File: src/rtl/cv32e40p_apu_bridge_if.sv
// -----------------------------------------------------------------------------
// cv32e40p_apu_bridge_if
//
// Purpose: bundles every handshake and data signal between the EX stage APU
// port, the external accelerator and the cv32e40p_apu_bridge. The signal names
// keep the bridge's point of view: an _i suffix is a bridge input and an _o
// suffix is a bridge output.
//
// Modports:
//   slave  - the bridge itself. It drives grant, result, accelerator request
//            and response ready, and busy.
//   master - the environment, meaning EX plus the accelerator. It drives the
//            request, operands, hold, accelerator ready and response.
//
// Signal summary:
//   apu_req_i / apu_gnt_o           EX offload request and combinational grant
//   apu_operands_i / apu_op_i       operation captured on grant
//   apu_rvalid_o / apu_result_o     single-cycle result pulse to EX
//   rsp_hold_i                      EX cannot take a result this cycle
//   acc_req_valid_o / _ready_i      accelerator request channel
//   acc_req_op_o / _operands_o      registered request payload
//   acc_rsp_valid_i / _data_i       accelerator response channel
//   acc_rsp_ready_o                 response FIFO not full
//   busy_o                          at least one operation outstanding
// -----------------------------------------------------------------------------
interface cv32e40p_apu_bridge_if #(
   parameter int APU_NARGS_CPU = 3,
   parameter int APU_WOP_CPU   = 6
);
   logic                           apu_req_i;
   logic                           apu_gnt_o;
   logic [APU_NARGS_CPU-1:0][31:0] apu_operands_i;
   logic [APU_WOP_CPU-1:0]         apu_op_i;
   logic                           apu_rvalid_o;
   logic [31:0]                    apu_result_o;
   logic                           rsp_hold_i;
   logic                           acc_req_valid_o;
   logic                           acc_req_ready_i;
   logic [APU_WOP_CPU-1:0]         acc_req_op_o;
   logic [APU_NARGS_CPU-1:0][31:0] acc_req_operands_o;
   logic                           acc_rsp_valid_i;
   logic [31:0]                    acc_rsp_data_i;
   logic                           acc_rsp_ready_o;
   logic                           busy_o;

   modport slave (
      input  apu_req_i,
      input  apu_operands_i,
      input  apu_op_i,
      input  rsp_hold_i,
      input  acc_req_ready_i,
      input  acc_rsp_valid_i,
      input  acc_rsp_data_i,
      output apu_gnt_o,
      output apu_rvalid_o,
      output apu_result_o,
      output acc_req_valid_o,
      output acc_req_op_o,
      output acc_req_operands_o,
      output acc_rsp_ready_o,
      output busy_o
   );

   modport master (
      output apu_req_i,
      output apu_operands_i,
      output apu_op_i,
      output rsp_hold_i,
      output acc_req_ready_i,
      output acc_rsp_valid_i,
      output acc_rsp_data_i,
      input  apu_gnt_o,
      input  apu_rvalid_o,
      input  apu_result_o,
      input  acc_req_valid_o,
      input  acc_req_op_o,
      input  acc_req_operands_o,
      input  acc_rsp_ready_o,
      input  busy_o
   );
endinterface

File: src/rtl/cv32e40p_apu_bridge.sv
// -----------------------------------------------------------------------------
// cv32e40p_apu_bridge
//
// Purpose: credit-based bridge between the EX stage APU port and an external
// accelerator that uses valid/ready request and response channels.
//   - Each granted operation is registered into a one-entry request slot that
//     feeds the accelerator.
//   - Accelerator results are buffered in an in-order circular FIFO and handed
//     back to EX as single-cycle apu_rvalid pulses.
//   - A credit counter limits the number of outstanding operations to DEPTH.
//     An operation counts from its grant until its result is popped, so every
//     result always has a FIFO entry waiting for it.
//
// Ports:
//   clk  - clock; all state changes on the rising edge
//   rst  - asynchronous, active-high reset
//   bus  - cv32e40p_apu_bridge_if.slave, which carries every EX and
//          accelerator signal
//
// Parameters:
//   APU_NARGS_CPU - number of 32-bit operands per request
//   APU_WOP_CPU   - opcode width
//   DEPTH         - response FIFO depth and credit limit (must be >= 1)
// -----------------------------------------------------------------------------
module cv32e40p_apu_bridge #(
   parameter int APU_NARGS_CPU = 3,
   parameter int APU_WOP_CPU   = 6,
   parameter int DEPTH         = 2
) (
   input  logic                        clk,
   input  logic                        rst,
   cv32e40p_apu_bridge_if.slave        bus
);

   localparam int CNT_W = $clog2(DEPTH + 1);
   localparam int PTR_W = (DEPTH > 1) ? $clog2(DEPTH) : 1;

   localparam logic [CNT_W-1:0] CNT_MAX  = CNT_W'(DEPTH);
   localparam logic [CNT_W-1:0] CNT_ONE  = CNT_W'(1);
   localparam logic [PTR_W-1:0] PTR_LAST = PTR_W'(DEPTH - 1);
   localparam logic [PTR_W-1:0] PTR_ONE  = PTR_W'(1);

   // ---------------------------------------------------------------------
   // State
   // ---------------------------------------------------------------------
   logic [CNT_W-1:0]               r_credits;
   logic                           r_req_valid;
   logic [APU_WOP_CPU-1:0]         r_req_op;
   logic [APU_NARGS_CPU-1:0][31:0] r_req_operands;

   logic [31:0]                    r_fifo_mem [DEPTH];
   logic [PTR_W-1:0]               r_wr_ptr;
   logic [PTR_W-1:0]               r_rd_ptr;
   logic [CNT_W-1:0]               r_count;

   // ---------------------------------------------------------------------
   // Combinational control
   // ---------------------------------------------------------------------
   logic w_slot_free;
   logic w_gnt;
   logic w_empty;
   logic w_full;
   logic w_push;
   logic w_pop;

   // The slot counts as free when it is empty or when it drains this cycle.
   // This lets a new operation refill the slot back to back.
   assign w_slot_free = ~r_req_valid | bus.acc_req_ready_i;
   assign w_gnt       = bus.apu_req_i & (r_credits < CNT_MAX) & w_slot_free;

   assign w_empty = (r_count == '0);
   assign w_full  = (r_count == CNT_MAX);

   // The credit rule already prevents overflow. The full gate stays in as a
   // safety net in case the accelerator sends a response it was never asked for.
   assign w_push = bus.acc_rsp_valid_i & ~w_full;
   assign w_pop  = ~w_empty & ~bus.rsp_hold_i;

   // Pointers wrap explicitly, so DEPTH does not need to be a power of two.
   function automatic logic [PTR_W-1:0] next_ptr(input logic [PTR_W-1:0] ptr);
      if (ptr == PTR_LAST) begin
         return '0;
      end
      return ptr + PTR_ONE;
   endfunction

   // ---------------------------------------------------------------------
   // Credit counter: +1 per grant, -1 per result popped to EX.
   // If a grant and a pop happen in the same cycle, the count is unchanged.
   // ---------------------------------------------------------------------
   always_ff @(posedge clk or posedge rst) begin
      if (rst) begin
         r_credits <= '0;
      end else if (w_gnt & ~w_pop) begin
         r_credits <= r_credits + CNT_ONE;
      end else if (~w_gnt & w_pop) begin
         r_credits <= r_credits - CNT_ONE;
      end
   end

   // ---------------------------------------------------------------------
   // Request slot. A grant wins over a drain in the same cycle, so the slot
   // stays valid and holds the new operation. With no grant and no drain,
   // the payload holds steady for the accelerator.
   // ---------------------------------------------------------------------
   always_ff @(posedge clk or posedge rst) begin
      if (rst) begin
         r_req_valid <= 1'b0;
         r_req_op    <= '0;
      end else if (w_gnt) begin
         r_req_valid <= 1'b1;
         r_req_op    <= bus.apu_op_i;
      end else if (r_req_valid & bus.acc_req_ready_i) begin
         r_req_valid <= 1'b0;
      end
   end

   for (genvar gi = 0; gi < APU_NARGS_CPU; gi++) begin : g_operand
      always_ff @(posedge clk or posedge rst) begin
         if (rst) begin
            r_req_operands[gi] <= '0;
         end else if (w_gnt) begin
            r_req_operands[gi] <= bus.apu_operands_i[gi];
         end
      end
   end

   // ---------------------------------------------------------------------
   // Response FIFO
   // ---------------------------------------------------------------------
   // The storage has no reset. Reading is gated by the count, so stale
   // entries are never visible to EX.
   always_ff @(posedge clk) begin
      if (w_push) begin
         r_fifo_mem[r_wr_ptr] <= bus.acc_rsp_data_i;
      end
   end

   always_ff @(posedge clk or posedge rst) begin
      if (rst) begin
         r_wr_ptr <= '0;
         r_rd_ptr <= '0;
         r_count  <= '0;
      end else begin
         if (w_push) begin
            r_wr_ptr <= next_ptr(r_wr_ptr);
         end
         if (w_pop) begin
            r_rd_ptr <= next_ptr(r_rd_ptr);
         end
         if (w_push & ~w_pop) begin
            r_count <= r_count + CNT_ONE;
         end else if (~w_push & w_pop) begin
            r_count <= r_count - CNT_ONE;
         end
      end
   end

   // ---------------------------------------------------------------------
   // Outputs
   // ---------------------------------------------------------------------
   assign bus.apu_gnt_o          = w_gnt;
   assign bus.apu_rvalid_o       = w_pop;
   // The result is driven as zero whenever no pulse is present, so EX sees a
   // clean bus.
   assign bus.apu_result_o       = w_pop ? r_fifo_mem[r_rd_ptr] : 32'd0;
   assign bus.acc_req_valid_o    = r_req_valid;
   assign bus.acc_req_op_o       = r_req_op;
   assign bus.acc_req_operands_o = r_req_operands;
   assign bus.acc_rsp_ready_o    = ~w_full;
   assign bus.busy_o             = (r_credits != '0);

endmodule

File: src/flat_wrapper.sv
// flat-port wrapper written by rule: the top's interface ports become plain ports
module cv32e40p_apu_bridge_flat 
#(
   parameter int APU_NARGS_CPU = 3,
   parameter int APU_WOP_CPU   = 6,
   parameter int DEPTH         = 2
)
  (clk, rst, bus_apu_req_i, bus_apu_operands_i, bus_apu_op_i, bus_rsp_hold_i, bus_acc_req_ready_i, bus_acc_rsp_valid_i, bus_acc_rsp_data_i, bus_apu_gnt_o, bus_apu_rvalid_o, bus_apu_result_o, bus_acc_req_valid_o, bus_acc_req_op_o, bus_acc_req_operands_o, bus_acc_rsp_ready_o, bus_busy_o);
  cv32e40p_apu_bridge_if #(.APU_NARGS_CPU(APU_NARGS_CPU), .APU_WOP_CPU(APU_WOP_CPU)) bus_i ();
  input  logic clk;
  input  logic rst;
  input wire logic [$bits(bus_i.apu_req_i)-1:0] bus_apu_req_i;
  input wire logic [$bits(bus_i.apu_operands_i)-1:0] bus_apu_operands_i;
  input wire logic [$bits(bus_i.apu_op_i)-1:0] bus_apu_op_i;
  input wire logic [$bits(bus_i.rsp_hold_i)-1:0] bus_rsp_hold_i;
  input wire logic [$bits(bus_i.acc_req_ready_i)-1:0] bus_acc_req_ready_i;
  input wire logic [$bits(bus_i.acc_rsp_valid_i)-1:0] bus_acc_rsp_valid_i;
  input wire logic [$bits(bus_i.acc_rsp_data_i)-1:0] bus_acc_rsp_data_i;
  output wire logic [$bits(bus_i.apu_gnt_o)-1:0] bus_apu_gnt_o;
  output wire logic [$bits(bus_i.apu_rvalid_o)-1:0] bus_apu_rvalid_o;
  output wire logic [$bits(bus_i.apu_result_o)-1:0] bus_apu_result_o;
  output wire logic [$bits(bus_i.acc_req_valid_o)-1:0] bus_acc_req_valid_o;
  output wire logic [$bits(bus_i.acc_req_op_o)-1:0] bus_acc_req_op_o;
  output wire logic [$bits(bus_i.acc_req_operands_o)-1:0] bus_acc_req_operands_o;
  output wire logic [$bits(bus_i.acc_rsp_ready_o)-1:0] bus_acc_rsp_ready_o;
  output wire logic [$bits(bus_i.busy_o)-1:0] bus_busy_o;
  assign bus_i.apu_req_i = bus_apu_req_i;
  assign bus_i.apu_operands_i = bus_apu_operands_i;
  assign bus_i.apu_op_i = bus_apu_op_i;
  assign bus_i.rsp_hold_i = bus_rsp_hold_i;
  assign bus_i.acc_req_ready_i = bus_acc_req_ready_i;
  assign bus_i.acc_rsp_valid_i = bus_acc_rsp_valid_i;
  assign bus_i.acc_rsp_data_i = bus_acc_rsp_data_i;
  assign bus_apu_gnt_o = bus_i.apu_gnt_o;
  assign bus_apu_rvalid_o = bus_i.apu_rvalid_o;
  assign bus_apu_result_o = bus_i.apu_result_o;
  assign bus_acc_req_valid_o = bus_i.acc_req_valid_o;
  assign bus_acc_req_op_o = bus_i.acc_req_op_o;
  assign bus_acc_req_operands_o = bus_i.acc_req_operands_o;
  assign bus_acc_rsp_ready_o = bus_i.acc_rsp_ready_o;
  assign bus_busy_o = bus_i.busy_o;
  cv32e40p_apu_bridge #(.APU_NARGS_CPU(APU_NARGS_CPU), .APU_WOP_CPU(APU_WOP_CPU), .DEPTH(DEPTH)) u_core (.clk(clk), .rst(rst), .bus(bus_i));
endmodule
File: config.mk
export PLATFORM = sky130hd
export DESIGN_NAME = cv32e40p_apu_bridge_flat
export DESIGN_NICKNAME = d
export VERILOG_FILES = /design/src/rtl/cv32e40p_apu_bridge_if.sv /design/src/rtl/cv32e40p_apu_bridge.sv /design/src/flat_wrapper.sv
export SDC_FILE = /design/constraint.sdc
export NUM_CORES = 1
export LEC_CHECK = 0
export CAP_MARGIN = 25
export CELL_PAD_IN_SITES_DETAIL_PLACEMENT = 0
export CELL_PAD_IN_SITES_GLOBAL_PLACEMENT = 2
export CORE_ASPECT_RATIO = 2
export CORE_MARGIN = 1.5
export CORE_UTILIZATION = 31
export DETAILED_ROUTE_END_ITERATION = 12
export GPL_TIMING_DRIVEN = 0
export PLACE_DENSITY_LB_ADDON = 0.1
export SETUP_SLACK_MARGIN = 0.2
export SLEW_MARGIN = 10
export SYNTH_ARGS = -nofsm -noshare
export SYNTH_HDL_FRONTEND = slang
export SYNTH_SLANG_ARGS = --single-unit
File: constraint.sdc
create_clock -name clk -period 6.8 [get_ports clk]
set_input_delay 2.04 -clock clk [delete_from_list [all_inputs] [get_ports clk]]
set_output_delay 2.04 -clock clk [all_outputs]
set_load 0.05 [all_outputs]
==> summary.md <==
| Metric | Value |
|---|---|
| CP Launch Type | `input port` |
| Reg2Reg Launch Point | `u_core.r_count[0]$_DFFE_PP0P_` |
| Multiplexer share of the synthesized area | `0.250` |
| # nets final | `824` |
| Drt initial violations | `81` |
| Clk buf depth | `2` |
| Max Cap Violations | `0` |
| Outcome | `finished, final reports clean` |
| End of the critical path | `bus_apu_result_o[8]` |
| GR peak layer | `met2` |
| Max H-tree Level | `4` |
| Antenna viol nets, final | `0` |
| Worst slew margin | `0.468` |
| Synth top area cells | `dfrtp_1 40%, edfxtp_1 28%, mux2_4 15%` |
| Fin area | `10700 um2` |
| Total power | `0.00595 W` |
| Mean Syn Cell Area | `18.0 um2` |
| GRT met2 Usage | `0.285` |
| Post-route setup slack | `699 ps` |
| Fin Setup TNS | `0 ps` |
| Grt total ovfl | `0` |
| Post-CTS sizing | `0` |
| Height of the die | `214 um` |
| Crit. End Element | `primary output` |
| Top cell type by total area after synthesis | `dfrtp_1` |
| Core footprint | `22000 um2` |
| Die area | `23200 um2` |
| Crit Path Category | `input port to primary output` |
| Storage cell area | `4650 um2` |
| Postcts setup bufs | `0` |
| Initial antenna violation count | `3` |
| Post-Synth Adder-Cell Area | `0.00363` |
| Die width | `108 um` |
| Area grow syn2layout | `54.4%` |
| Sink Count | `173` |
| Cts bufs inserted | `17` |
| Final period util | `0.897` |
| Tmin final | `6100 ps` |
| Post-DR vias/cell | `4.36` |
| Count leader, synth | `dfrtp_1` |
| Worst path required time | `4760 ps` |
| 1st-pass router iterations | `4` |
| Place WS | `634 ps` |
| Largest net degree at the start of global routing | `84` |
| Drt drc | `0` |
| Worst-margin pin slew | `798 ps` |
| Grt met3 use | `0.0533` |
| Crit path max fanout | `11` |
| Rows | `77` |
| Share of Yosys cell area claimed by the top area cell type | `0.395` |
| Top Ports | `279` |
| Vias in the first global route | `4903` |
| Seq/Total Area, Yosys | `0.674` |
| Fraction of layout instances using a drive strength above 1 | `0.224` |
| Syn Std Cell Area | `6900 um2` |
| Port bufs | `278` |
| FFs w/ async S/R, synth | `0.630` |
| Pwr dens | `558 nW/um2` |
| Synth warnings | `0` |
| Final Setup Violations | `0` |
| Crit path arrival time | `4060 ps` |
| Xor/xnor share of the synthesized area | `0.0102` |
| Worst-Skew Late Latency | `430 ps` |
| Final Hold Fails | `0` |
| Layout fillers | `1971` |
| Clk pin slew, worst setup/hold paths | `60 ps` |
| Synth Flop Type | `dfrtp_1` |
| Fmax | `0.164 GHz` |
| Via count | `4246` |
| Wirelength per Cell | `18.0 um` |
| Initial core utilization | `0.314` |
| Simple-Gate Fraction of Synth Area | `0.0243` |
| Largest family of logic cells by synthesized area | `multiplexers` |
| Hold WC Path Type | `register to register` |
| Hold-fix buffers, CTS | `0` |
| Post-Syn Instances | `383` |
| CTS tree | `done` |
| Final Skew | `6.77 ps` |
| R2R Path End | `u_core.r_credits[1]$_DFFE_PP0P_` |
| Leakage | `4.33 nW` |
| Area of the multi-input gates | `2030 um2` |
| GR Util met1 | `0.154` |
| Reg2reg setup slack | `4740 ps` |
| Post-synth EDFFs | `64` |
| IR drop worst, VDD | `0.275 mV` |
| Count of cell types in the netlist | `23` |
| Detailed Place HPWL | `13000 um` |
| R2R depth | `6` |
| Worst Setup SP | `bus_rsp_hold_i` |
| Syn nets | `525` |
| Compound-cell area share of the yosys netlist | `0.00471` |
| Root buf cell | `clkbuf_16` |
| Global Route Usage Sum | `0.158` |
| Synth Register Bits | `173` |
| Final wirelength | `17600 um` |
| RSZ-0062 raised after global routing | `false` |
| Global-route wire length before repair | `27100 um` |
| Cell Area, Placed | `10100 um2` |
| Max Slew Vio Count | `0` |
| Gpl congestion | `0.721` |
| Synth cell count leaders | `109 x dfrtp_1, 69 x mux2_4, 64 x edfxtp_1` |
-- how the worst min path moves through the flow --
stage	from	end	slack, ps	cells after the start
2_1_floorplan	u_core.r_credits[1]$_DFFE_PP0P_	u_core.r_credits[1]$_DFFE_PP0P_	460	1
3_3_place_gp	u_core.r_wr_ptr$_DFFE_PP0N_	u_core.r_wr_ptr$_DFFE_PP0N_	480	1
3_5_place_dp	u_core.r_credits[1]$_DFFE_PP0P_	u_core.r_credits[1]$_DFFE_PP0P_	480	1
4_1_cts	u_core.r_credits[1]$_DFFE_PP0P_	u_core.r_credits[1]$_DFFE_PP0P_	500	1
5_1_grt	u_core.r_credits[1]$_DFFE_PP0P_	u_core.r_credits[1]$_DFFE_PP0P_	520	1
6_report	u_core.r_credits[1]$_DFFE_PP0P_	u_core.r_credits[1]$_DFFE_PP0P_	490	1
-- metal layers --
metal | vias up | share of wire
met5 | - | 0
met4 | 0 | 0.032
met3 | 29 | 0.072
met2 | 177 | 0.56
met1 | 2085 | 0.34
li1 | 1955 | -
-- cell families (layout without fill, tap and decap cells) --
group           Yosys count  after routing
mux                     134            134
xor+xnor                  8              8
simple gates             40             40
flops                   173            173
buf+inv                  23            335
fa+ha+maj                 2              2
other cells               0              3
compound gates            3              3
-- registers in the layout, summed over array words and instances, names as in the netlist --
name	count
u_core.bus.acc_req_op_o	6
u_core.bus.acc_req_operands_o	96
u_core.bus.acc_req_valid_o	1
u_core.r_count	2
u_core.r_credits	2
u_core.r_fifo_mem	64
u_core.r_rd_ptr	1
u_core.r_wr_ptr	1
-- worst max-delay path, cell delays in order --
cell and delay [ps]:
clkdlybuf4s50_1 440, o21bai_2 190, clkbuf_1 520, nor2_1 120, clkdlybuf4s50_1 740
-- through the flow --
step	std cells	hold WS (ps)	util
6_report	974	488	0.485
5_1_grt	974	520	0.485
4_1_cts	971	496	0.485
3_5_place_dp	939	480	0.460
3_3_place_gp	937	481	0.457
2_1_floorplan	383	456	-
-- placed cells by master (no fill, tap or decap), types with 7 or more instances in the layout --
| master | count |
|---|---|
| buf_12 | 7 |
| clkbuf_16 | 17 |
| clkdlybuf4s50_1 | 278 |
| dfrtp_1 | 109 |
| edfxtp_1 | 64 |
| mux2_2 | 33 |
| mux2_4 | 69 |
| mux2i_1 | 32 |
| nor2_1 | 34 |
-- power by group --
| group | switching, W | internal (W) |
|---|---|---|
| combinational | 0.00199 | 0.00130 |
| clock | 0.000418 | 0.000503 |
| sequential | 0.000216 | 0.00152 |
-- cell type report --
cell class,instances,area share
antenna,3,0.000705
multi-input combinational,187,0.191
inverter,5,0.00223
clock inverter,14,0.0112
timing repair buffer,280,0.266
tap,276,0.0324
buffer,18,0.0196
clock buffer,18,0.0403
sequential,173,0.436
(Power assumes the default switching activity.)
